### config.mk
export PLATFORM = sky130hd
export DESIGN_NAME = serial_uart
export DESIGN_NICKNAME = d
export VERILOG_FILES = /design/src/rtl/serial_uart_pkg.sv /design/src/rtl/serial_uart_rx.sv /design/src/rtl/serial_uart.sv
export SDC_FILE = /design/constraint.sdc
export NUM_CORES = 1
export LEC_CHECK = 0
export BUFFER_PORTS_ARGS = -buffer_cell sky130_fd_sc_hd__buf_2
export CAP_MARGIN = 20
export CELL_PAD_IN_SITES_DETAIL_PLACEMENT = 2
export CELL_PAD_IN_SITES_GLOBAL_PLACEMENT = 2
export CORE_UTILIZATION = 36
export CTS_CLUSTER_SIZE = 10
export DETAILED_ROUTE_END_ITERATION = 10
export PLACE_DENSITY = 0.83
export SETUP_SLACK_MARGIN = 0.2
export SYNTH_ARGS = -nofsm -noshare
export SYNTH_HDL_FRONTEND = slang
export SYNTH_SLANG_ARGS = --single-unit
### constraint.sdc
create_clock -name clock -period 2.1 [get_ports clock]
set_input_delay 0.21 -clock clock [delete_from_list [all_inputs] [get_ports clock]]
set_output_delay 0.21 -clock clock [all_outputs]
set_load 0.02 [all_outputs]
### src/rtl/serial_uart_pkg.sv
// Shared constants for the serial_uart transceiver.
//   - default baud divider and strobe stretch length
//   - RX / TX state encodings
//   - UART line idle level
package serial_uart_pkg;

    localparam int unsigned CLKS_PER_BIT_DEF  = 104;  // 12 MHz / 115200
    localparam int unsigned STROBE_CYCLES_DEF = 4;
    localparam int unsigned SYNC_STAGES_DEF   = 2;

    localparam logic UART_IDLE = 1'b1;

    localparam logic [2:0] RXS_IDLE   = 3'd0;
    localparam logic [2:0] RXS_START  = 3'd1;
    localparam logic [2:0] RXS_DATA   = 3'd2;
    localparam logic [2:0] RXS_STOP   = 3'd3;
    localparam logic [2:0] RXS_WAITHI = 3'd4;

    localparam logic [1:0] TXS_IDLE  = 2'd0;
    localparam logic [1:0] TXS_START = 2'd1;
    localparam logic [1:0] TXS_DATA  = 2'd2;
    localparam logic [1:0] TXS_STOP  = 2'd3;

    typedef enum logic [2:0] {
        RX_IDLE   = RXS_IDLE,
        RX_START  = RXS_START,
        RX_DATA   = RXS_DATA,
        RX_STOP   = RXS_STOP,
        RX_WAITHI = RXS_WAITHI
    } rx_state_e;

    typedef enum logic [1:0] {
        TX_IDLE  = TXS_IDLE,
        TX_START = TXS_START,
        TX_DATA  = TXS_DATA,
        TX_STOP  = TXS_STOP
    } tx_state_e;

endpackage

### src/rtl/serial_uart_rx.sv
// UART 8N1 receiver: rx synchroniser, centre-sampling FSM, recv_strobe
// stretcher and framing error pulse.
// Ports:
//   clock, reset      system clock, synchronous active-low reset
//   rx                asynchronous serial input (idle high)
//   receive_data      last byte received with a good stop bit
//   recv_strobe       high STROBE_CYCLES clocks after a good byte
//   framing_err       one-clock pulse when the stop bit samples 0
//
// state     | meaning
// RX_IDLE   | line idle, waiting for a falling edge
// RX_START  | half-bit wait, then confirm start bit is still low
// RX_DATA   | sampling 8 data bits at bit centres, LSB first
// RX_STOP   | sampling the stop bit at its centre
// RX_WAITHI | stop bit was low; wait for line to return high
module serial_uart_rx
    import serial_uart_pkg::*;
#(
    parameter int unsigned CLKS_PER_BIT  = CLKS_PER_BIT_DEF,
    parameter int unsigned STROBE_CYCLES = STROBE_CYCLES_DEF,
    parameter int unsigned SYNC_STAGES   = SYNC_STAGES_DEF
) (
    input  logic       clock,
    input  logic       reset,
    input  logic       rx,
    output logic [7:0] receive_data,
    output logic       recv_strobe,
    output logic       framing_err
);

    localparam int unsigned CW = $clog2(CLKS_PER_BIT);
    localparam int unsigned SW = $clog2(STROBE_CYCLES + 1);

    logic [SYNC_STAGES-1:0] sync_q, sync_d;
    rx_state_e              state_q, state_d;
    logic [CW-1:0]          cnt_q, cnt_d;
    logic [2:0]             idx_q, idx_d;
    logic [7:0]             shift_q, shift_d;
    logic [7:0]             data_q, data_d;
    logic [SW-1:0]          stb_cnt_q, stb_cnt_d;
    logic                   ferr_q, ferr_d;
    logic                   rxs;

    assign rxs = sync_q[SYNC_STAGES-1];

    always_comb begin
        sync_d    = {sync_q[SYNC_STAGES-2:0], rx};
        state_d   = state_q;
        cnt_d     = cnt_q;
        idx_d     = idx_q;
        shift_d   = shift_q;
        data_d    = data_q;
        ferr_d    = 1'b0;
        // Stretcher runs on its own so a new frame can start under the strobe.
        stb_cnt_d = (stb_cnt_q != '0) ? stb_cnt_q - SW'(1) : stb_cnt_q;

        unique case (state_q)
            RX_IDLE: begin
                if (!rxs) begin
                    state_d = RX_START;
                    cnt_d   = CW'(CLKS_PER_BIT / 2 - 1);
                end
            end
            RX_START: begin
                if (cnt_q == '0) begin
                    if (rxs) begin
                        state_d = RX_IDLE;
                    end else begin
                        state_d = RX_DATA;
                        cnt_d   = CW'(CLKS_PER_BIT - 1);
                        idx_d   = 3'd0;
                    end
                end else begin
                    cnt_d = cnt_q - CW'(1);
                end
            end
            RX_DATA: begin
                if (cnt_q == '0) begin
                    shift_d = {rxs, shift_q[7:1]};
                    cnt_d   = CW'(CLKS_PER_BIT - 1);
                    if (idx_q == 3'd7) begin
                        state_d = RX_STOP;
                    end else begin
                        idx_d = idx_q + 3'd1;
                    end
                end else begin
                    cnt_d = cnt_q - CW'(1);
                end
            end
            RX_STOP: begin
                if (cnt_q == '0) begin
                    if (rxs) begin
                        data_d    = shift_q;
                        stb_cnt_d = SW'(STROBE_CYCLES);
                        state_d   = RX_IDLE;
                    end else begin
                        ferr_d  = 1'b1;
                        state_d = RX_WAITHI;
                    end
                end else begin
                    cnt_d = cnt_q - CW'(1);
                end
            end
            RX_WAITHI: begin
                if (rxs) begin
                    state_d = RX_IDLE;
                end
            end
            default: state_d = RX_IDLE;
        endcase
    end

    always_ff @(posedge clock) begin
        if (!reset) begin
            sync_q    <= {SYNC_STAGES{UART_IDLE}};
            state_q   <= RX_IDLE;
            cnt_q     <= '0;
            idx_q     <= '0;
            shift_q   <= '0;
            data_q    <= '0;
            stb_cnt_q <= '0;
            ferr_q    <= 1'b0;
        end else begin
            sync_q    <= sync_d;
            state_q   <= state_d;
            cnt_q     <= cnt_d;
            idx_q     <= idx_d;
            shift_q   <= shift_d;
            data_q    <= data_d;
            stb_cnt_q <= stb_cnt_d;
            ferr_q    <= ferr_d;
        end
    end

    assign receive_data = data_q;
    assign recv_strobe  = (stb_cnt_q != '0);
    assign framing_err  = ferr_q;

endmodule

### src/rtl/serial_uart.sv
// Byte-level UART transceiver between the rx/tx pins and the serial
// register command engine. RX lives in serial_uart_rx; TX is inline.
// Ports:
//   clock, reset      system clock, synchronous active-low reset
//   rx / tx           serial pins, idle high
//   receive_data      last good received byte
//   recv_strobe       STROBE_CYCLES-long pulse per good received byte
//   send_data         byte to send, latched when a frame starts
//   data_avail        level: send_data holds a byte to send
//   send_strobe       STROBE_CYCLES-long pulse when send_data is latched
//   framing_err       one-clock pulse on a low stop bit
//   tx_busy           high from start bit through end of stop bit
//
// state    | meaning
// TX_IDLE  | tx high, waiting for data_avail
// TX_START | driving the start bit
// TX_DATA  | driving 8 data bits, LSB first
// TX_STOP  | driving the stop bit
module serial_uart
    import serial_uart_pkg::*;
#(
    parameter int unsigned CLKS_PER_BIT  = CLKS_PER_BIT_DEF,
    parameter int unsigned STROBE_CYCLES = STROBE_CYCLES_DEF,
    parameter int unsigned SYNC_STAGES   = SYNC_STAGES_DEF
) (
    input  logic       clock,
    input  logic       reset,
    input  logic       rx,
    output logic       tx,
    output logic [7:0] receive_data,
    output logic       recv_strobe,
    input  logic [7:0] send_data,
    input  logic       data_avail,
    output logic       send_strobe,
    output logic       framing_err,
    output logic       tx_busy
);

    localparam int unsigned CW = $clog2(CLKS_PER_BIT);
    localparam int unsigned SW = $clog2(STROBE_CYCLES + 1);

    serial_uart_rx #(
        .CLKS_PER_BIT  (CLKS_PER_BIT),
        .STROBE_CYCLES (STROBE_CYCLES),
        .SYNC_STAGES   (SYNC_STAGES)
    ) u_rx (
        .clock        (clock),
        .reset        (reset),
        .rx           (rx),
        .receive_data (receive_data),
        .recv_strobe  (recv_strobe),
        .framing_err  (framing_err)
    );

    tx_state_e     tx_state_q, tx_state_d;
    logic [CW-1:0] tx_cnt_q, tx_cnt_d;
    logic [2:0]    tx_idx_q, tx_idx_d;
    logic [7:0]    tx_shift_q, tx_shift_d;
    logic          tx_q, tx_d;
    logic          busy_q, busy_d;
    logic [SW-1:0] sstb_cnt_q, sstb_cnt_d;

    always_comb begin
        tx_state_d = tx_state_q;
        tx_cnt_d   = tx_cnt_q;
        tx_idx_d   = tx_idx_q;
        tx_shift_d = tx_shift_q;
        tx_d       = tx_q;
        busy_d     = busy_q;
        sstb_cnt_d = (sstb_cnt_q != '0) ? sstb_cnt_q - SW'(1) : sstb_cnt_q;

        unique case (tx_state_q)
            TX_IDLE: begin
                if (data_avail) begin
                    tx_shift_d = send_data;
                    tx_d       = ~UART_IDLE;
                    busy_d     = 1'b1;
                    sstb_cnt_d = SW'(STROBE_CYCLES);
                    tx_cnt_d   = CW'(CLKS_PER_BIT - 1);
                    tx_state_d = TX_START;
                end
            end
            TX_START: begin
                if (tx_cnt_q == '0) begin
                    tx_d       = tx_shift_q[0];
                    tx_shift_d = {1'b0, tx_shift_q[7:1]};
                    tx_idx_d   = 3'd0;
                    tx_cnt_d   = CW'(CLKS_PER_BIT - 1);
                    tx_state_d = TX_DATA;
                end else begin
                    tx_cnt_d = tx_cnt_q - CW'(1);
                end
            end
            TX_DATA: begin
                if (tx_cnt_q == '0) begin
                    tx_cnt_d = CW'(CLKS_PER_BIT - 1);
                    if (tx_idx_q == 3'd7) begin
                        tx_d       = UART_IDLE;
                        tx_state_d = TX_STOP;
                    end else begin
                        tx_d       = tx_shift_q[0];
                        tx_shift_d = {1'b0, tx_shift_q[7:1]};
                        tx_idx_d   = tx_idx_q + 3'd1;
                    end
                end else begin
                    tx_cnt_d = tx_cnt_q - CW'(1);
                end
            end
            TX_STOP: begin
                if (tx_cnt_q == '0) begin
                    busy_d     = 1'b0;
                    tx_state_d = TX_IDLE;
                end else begin
                    tx_cnt_d = tx_cnt_q - CW'(1);
                end
            end
            default: tx_state_d = TX_IDLE;
        endcase
    end

    always_ff @(posedge clock) begin
        if (!reset) begin
            tx_state_q <= TX_IDLE;
            tx_cnt_q   <= '0;
            tx_idx_q   <= '0;
            tx_shift_q <= '0;
            tx_q       <= UART_IDLE;
            busy_q     <= 1'b0;
            sstb_cnt_q <= '0;
        end else begin
            tx_state_q <= tx_state_d;
            tx_cnt_q   <= tx_cnt_d;
            tx_idx_q   <= tx_idx_d;
            tx_shift_q <= tx_shift_d;
            tx_q       <= tx_d;
            busy_q     <= busy_d;
            sstb_cnt_q <= sstb_cnt_d;
        end
    end

    assign tx          = tx_q;
    assign tx_busy     = busy_q;
    assign send_strobe = (sstb_cnt_q != '0);

endmodule

Word-level counts from Yosys, hierarchy flattened
Index checks and enable logic that the tools add are counted.

operators by class
  add/sub/neg operators = 6
  multiplexer cells = 55
  reduce and logical (&&, ||, !) cells = 24
  equal/unequal tests = 26

operators by type and width
  cell                   count
  $mux W3                21
  $mux W7                8
  $mux W8                4
  $pmux W7 S4            1
  $pmux W8 S3            1
  $ne A2 B2 Y1 const B   11
  $pmux W7 S3            1
  $pmux W3 S5            1
  $reduce_and A5 Y1      3
  $logic_not A7 Y1       2
  $sub A7 B1 Y7 const B  2
  $mux W2                6
  $pmux W3 S2            2
  $reduce_and A4 Y1      3
  $ne A2 B1 Y1 const B   5
  $eq A3 B3 Y1 const B   3
  $reduce_and A3 Y1      3
  $reduce_bool A3 Y1     3
  $pmux W2 S4            1
  $mux W1                7
  $add A3 B1 Y3 const B  2
  $eq A3 B2 Y1 const B   2
  $reduce_and A6 Y1      1
  $reduce_bool A2 Y1     3
  12 further kinds       15

word-level totals
  bits of input ports = 12
  output and inout port bits = 13
  word-level logic and storage cells = 126
  bits in registers = 60

Longest topological paths before layout
  depth in word-level cells = 5
  depth in mapped cells = 9
  gate-level depth less buffers = 7

Cells and area by module
From an unflattened synthesis, not the netlist that was laid out.

unflattened totals
  cell total of the unflattened synthesis = 361
  area total of the unflattened synthesis = 3,184.3 um2

by module, submodules not included
  module          instances  cells an instance  area each (um2)  seq. area each (um2)
  serial_uart_rx  1          178                1,661.6          700.7
  serial_uart     1          183                1,522.7          500.5

Worst setup path before layout
Ideal clock, no wire load.

  path kind = reg2reg
  from = register tx_state_q[0]
  to = register tx_shift_q[5]
  setup time = 0.086 ns
  slack = 0.301 ns
  stages on the path, launching flop included = 10
  path buffers = 2
  required time = 2.014 ns
  period minus slack after synthesis = 1.799 ns
  arrival = 1.713 ns
  path through = dfxtp_1 -> inv_1 -> ha_1 -> nor2b_1 -> clkbuf_1 -> nor2_1 -> a21boi_2 -> buf_2 -> nor2_1 -> a211oi_1

between the ends
  longest elaborated chain between the ends = 3
  elaborated cells on any way between the ends = 10
  classes of those cells = 6 x eq/ne; 1 x mux; 3 x reduce/logical

RTL lines
  what                                                          line                RTL
  start, declared                                               serial_uart.sv:55   tx_state_e tx_state_q, tx_state_d;
  start signal, assigned                                        serial_uart.sv:131  tx_state_q <= tx_state_d;
  $eq A2 B2 Y1, or another cell as far along                    serial_uart.sv:72   unique case (tx_state_q)
  $ne A2 B2 Y1 (no line) or $reduce_bool A3 Y1 (tied branches)  --
  $reduce_and A5 Y1 (no line)                                   --
  end signal, assigned                                          serial_uart.sv:134  tx_shift_q <= tx_shift_d;
  end, declared                                                 serial_uart.sv:58   logic [7:0] tx_shift_q, tx_shift_d;

Parallel ways exist; a longest one is shown, timed or not.
A chain may end at the register's enable or synchronous reset.

Worst setup path in the final report
  from = register tx_idx_q[0]
  to = register tx_shift_q[5]

between the ends
  longest elaborated chain between the ends = 3

RTL lines
  what                         line                RTL
  start, declared              serial_uart.sv:57   logic [2:0] tx_idx_q, tx_idx_d;
  start signal, assigned       serial_uart.sv:133  tx_idx_q <= tx_idx_d;
  $eq A3 B3 Y1                 serial_uart.sv:97   if (tx_idx_q == 3'd7) begin
  $ne A2 B2 Y1 (no line)       --
  $reduce_and A5 Y1 (no line)  --

No other way between the ends.

==> out/results.ini <==
[place]
placed_cells=474
gp_congestion=0.787
place_ws_ns=-0.0329
place_hpwl_um=6100
io_buffers=24

[status]
status=complete, no violations

[logic_synthesis]
synth_fp_nets=381
async_flop_share_pct=0
synth.distinct_cells=46
yosys_register_bits=60
yosysSeqAreaShare_pct=40.0
yosysWarnings=0
synth_edf_count=0
syn_area_per_cell_um2=8.53
synthCells=352
synth_area_um2=3000
ys.flop_type=dfxtp_1

[pwr]
p_total_mw=5.94
p_leak_nw=1.70
ir_drop_uv=968
p_per_area_nw_per_um2=1540

[sta]
relSlewSlack_pct=59.3
hold_viol=0
finalCriticalPeriod_ns=2.00
fin_crit_sh_pct=95.3
worst_pin_slew_ns=0.609
finalSetupViolCount=0
drv_slew=0
timing.fmax_mhz=499
rsz0062_at_grt=true
finClkSkew_ns=0.0174
fin_ws_ns=0.0980

[floorplanning]
row_count=32
die-area_um2=8710
io_pins=25
core_um2=7890
die_w_um=93.3
fp.dieH_um=93.3
initial_utilization_pct=38.1

[detailed_routing]
drc=0
ant_nets=0
num_vias=2893
first_pass_iters=4
wl_um=12200
first_iter_violations=150
via_per_inst=5.73
avgRoutedWirePerCell_um=24.2

[finish]
final_core_util_pct=48.9
final_cell_mix=55 x dfxtp_1, 51 x nor2_1, 28 x mux2i_1
finalNetCount=427
insertedDiodeCount=0
final_cell_count_no_fill=505
layout_commonest_cell=dfxtp_1
regArea_um2=1210
layout-drive-gt1-share_pct=27.0
area_growth_pct=28.4
multi_input_area_um2=1830
fillCellCount=840

[global_route]
grt_max_degree=24
overflow=0
grt_pass1_wl_um=16200
antenna_found_initial=0
track_usage_pct=24.7
grt_pass1_vias=3104

[clock_tree]
cts.clk_slew.worst_paths_ns=0.09
cts_tree=built
clk-insertion-delay-late_ns=0.36
cts_buffer_depth=2
root_buffer=clkbuf_8
htreeDepth=3
cts.sinks=60
ctsHoldBuffers=0
cts_made_buffers=9

[critical_path]
worstSetupEndpointType=flop
crit_arrival_ns=2.24
worstPathRequired_ns=2.34
crit_fanout=5
startpoint_type=flop
path_class=reg2reg

[flow_run]
drv_cap=0

[min_path]
hold_class=in2reg

==> sequential cells by signal, summed over array words and instances, names as in the netlist <==
register and count:
sstb_cnt_q 3, tx 1, tx_busy 1, tx_cnt_q 7, tx_idx_q 3, tx_shift_q 8, tx_state_q 2, u_rx.cnt_q 7
u_rx.framing_err 1, u_rx.idx_q 3, u_rx.receive_data 8, u_rx.shift_q 8, u_rx.state_q 3, u_rx.stb_cnt_q 3, u_rx.sync_q 2
==> cell families after synthesis <==
logic type / after synthesis / synth area share (%)
flip-flops: 60 / 40.0
multiplexers: 29 / 9.71
adder cells (fa/ha/maj): 17 / 7.09
XOR/XNOR: 5 / 1.46
buffers and inverters: 35 / 4.50
AND/OR/NAND/NOR: 125 / 20.3
AO/OA/AOI/OAI: 81 / 16.9
==> synthesized netlist by cell type, types with 2 or more instances <==
library cell  count  area share (%)
and3_1            4            0.83
nor3_1            7             1.2
inv_1            19             2.4
nor2_1           57             7.1
o2bb2a_1          2            0.67
or4_4             2            0.75
nand3_1           3            0.50
ha_1             17             7.1
nand2b_1          9             1.9
o22ai_1           4            0.83
o311ai_0          2            0.58
a2bb2oi_1         2            0.58
mux2i_1          28             9.3
clkbuf_1         13             1.6
a21oi_1          22             3.7
a211oi_1         10             2.5
buf_2             3            0.50
nor4b_1           2            0.58
a31oi_1           8             1.7
o21ai_0          19             3.2
or2_2             3            0.63
xnor2_1           4             1.2
a22oi_1           2            0.50
nor2b_1           3            0.63
nand2_1          21             2.6
nand4_1           6             1.3
dfxtp_1          60              40
nor4_1            2            0.42
==> power by group <==
| group | switching, mW | internal (mW) | total [mW] |
|---|---|---|---|
| registers | 0.252 | 1.37 | 1.62 |
| clock network | 0.555 | 0.792 | 1.35 |
| logic | 1.69 | 1.29 | 2.97 |
==> metal layers <==
| layer | wire, µm | track usage (%) | part of all wire, % | vias to the layer above |
|---|---|---|---|---|
| met2 | 6360 | 45.2 | 52 | 72 |
| li1 | - | - | - | 1330 |
| met4 | 525 | 10.0 | 4.3 | 0 |
| met1 | 4960 | 27.7 | 41 | 1457 |
| met5 | 0 | 0 | 0 | - |
| met3 | 350 | 5.20 | 2.9 | 34 |
==> through the flow <==
stage,TNS (ns),hold WS (ns),cell area (µm²)
floorplan,0,0.311,3000
CTS,0,0.0406,3620
detailed placement,-0.0329,0.411,3280
global placement,0,0.396,3280
global route,0,0.0694,3850
finish,0,0.0683,3850
==> critical path: stages (launching register included) <==
cell and delay (ns):
dfxtp_1 0.35, ha_1 0.22, ha_1 0.24, inv_1 0.26, nand3_4 0.13, a21boi_4 0.31
clkbuf_16 0.21, buf_6 0.09, a211oi_2 0.05
==> what timing repair did <==
| item | in CTS | in global routing |
|---|---|---|
| endpoints found under the setup margin | 25 | 33 |
| cloned | 0 | 1 |
| buffers inserted | 5 | 9 |
| pin swaps | 1 | 9 |
| gates resized for setup | 12 | 39 |
==> path summary, 6_finish.rpt <==
path                              from                    endpoint  slack [ns]  cells past startpoint
max           tx_idx_q[0]$_SDFFE_PN0P_  tx_shift_q[5]$_SDFFE_PN0P_         0.1                      8
max reg2reg   tx_idx_q[0]$_SDFFE_PN0P_  tx_shift_q[5]$_SDFFE_PN0P_         0.1                      8
min reg2reg  u_rx.sync_q[0]$_SDFF_PN1_   u_rx.sync_q[1]$_SDFF_PN1_        0.45                      1
min                                 rx   u_rx.sync_q[0]$_SDFF_PN1_        0.07                      2
==> cell type report <==
cell class                      count  share of cell area (%)
Multi-Input combinational cell    257                    47.4
Clock buffer                       10                    3.31
Inverter                           19                    1.92
Tap cell                          102                    3.31
Clock inverter                      6                    2.89
Timing Repair Buffer               51                    9.74
Sequential cell                    60                    31.4
(Power assumes the default switching activity.)
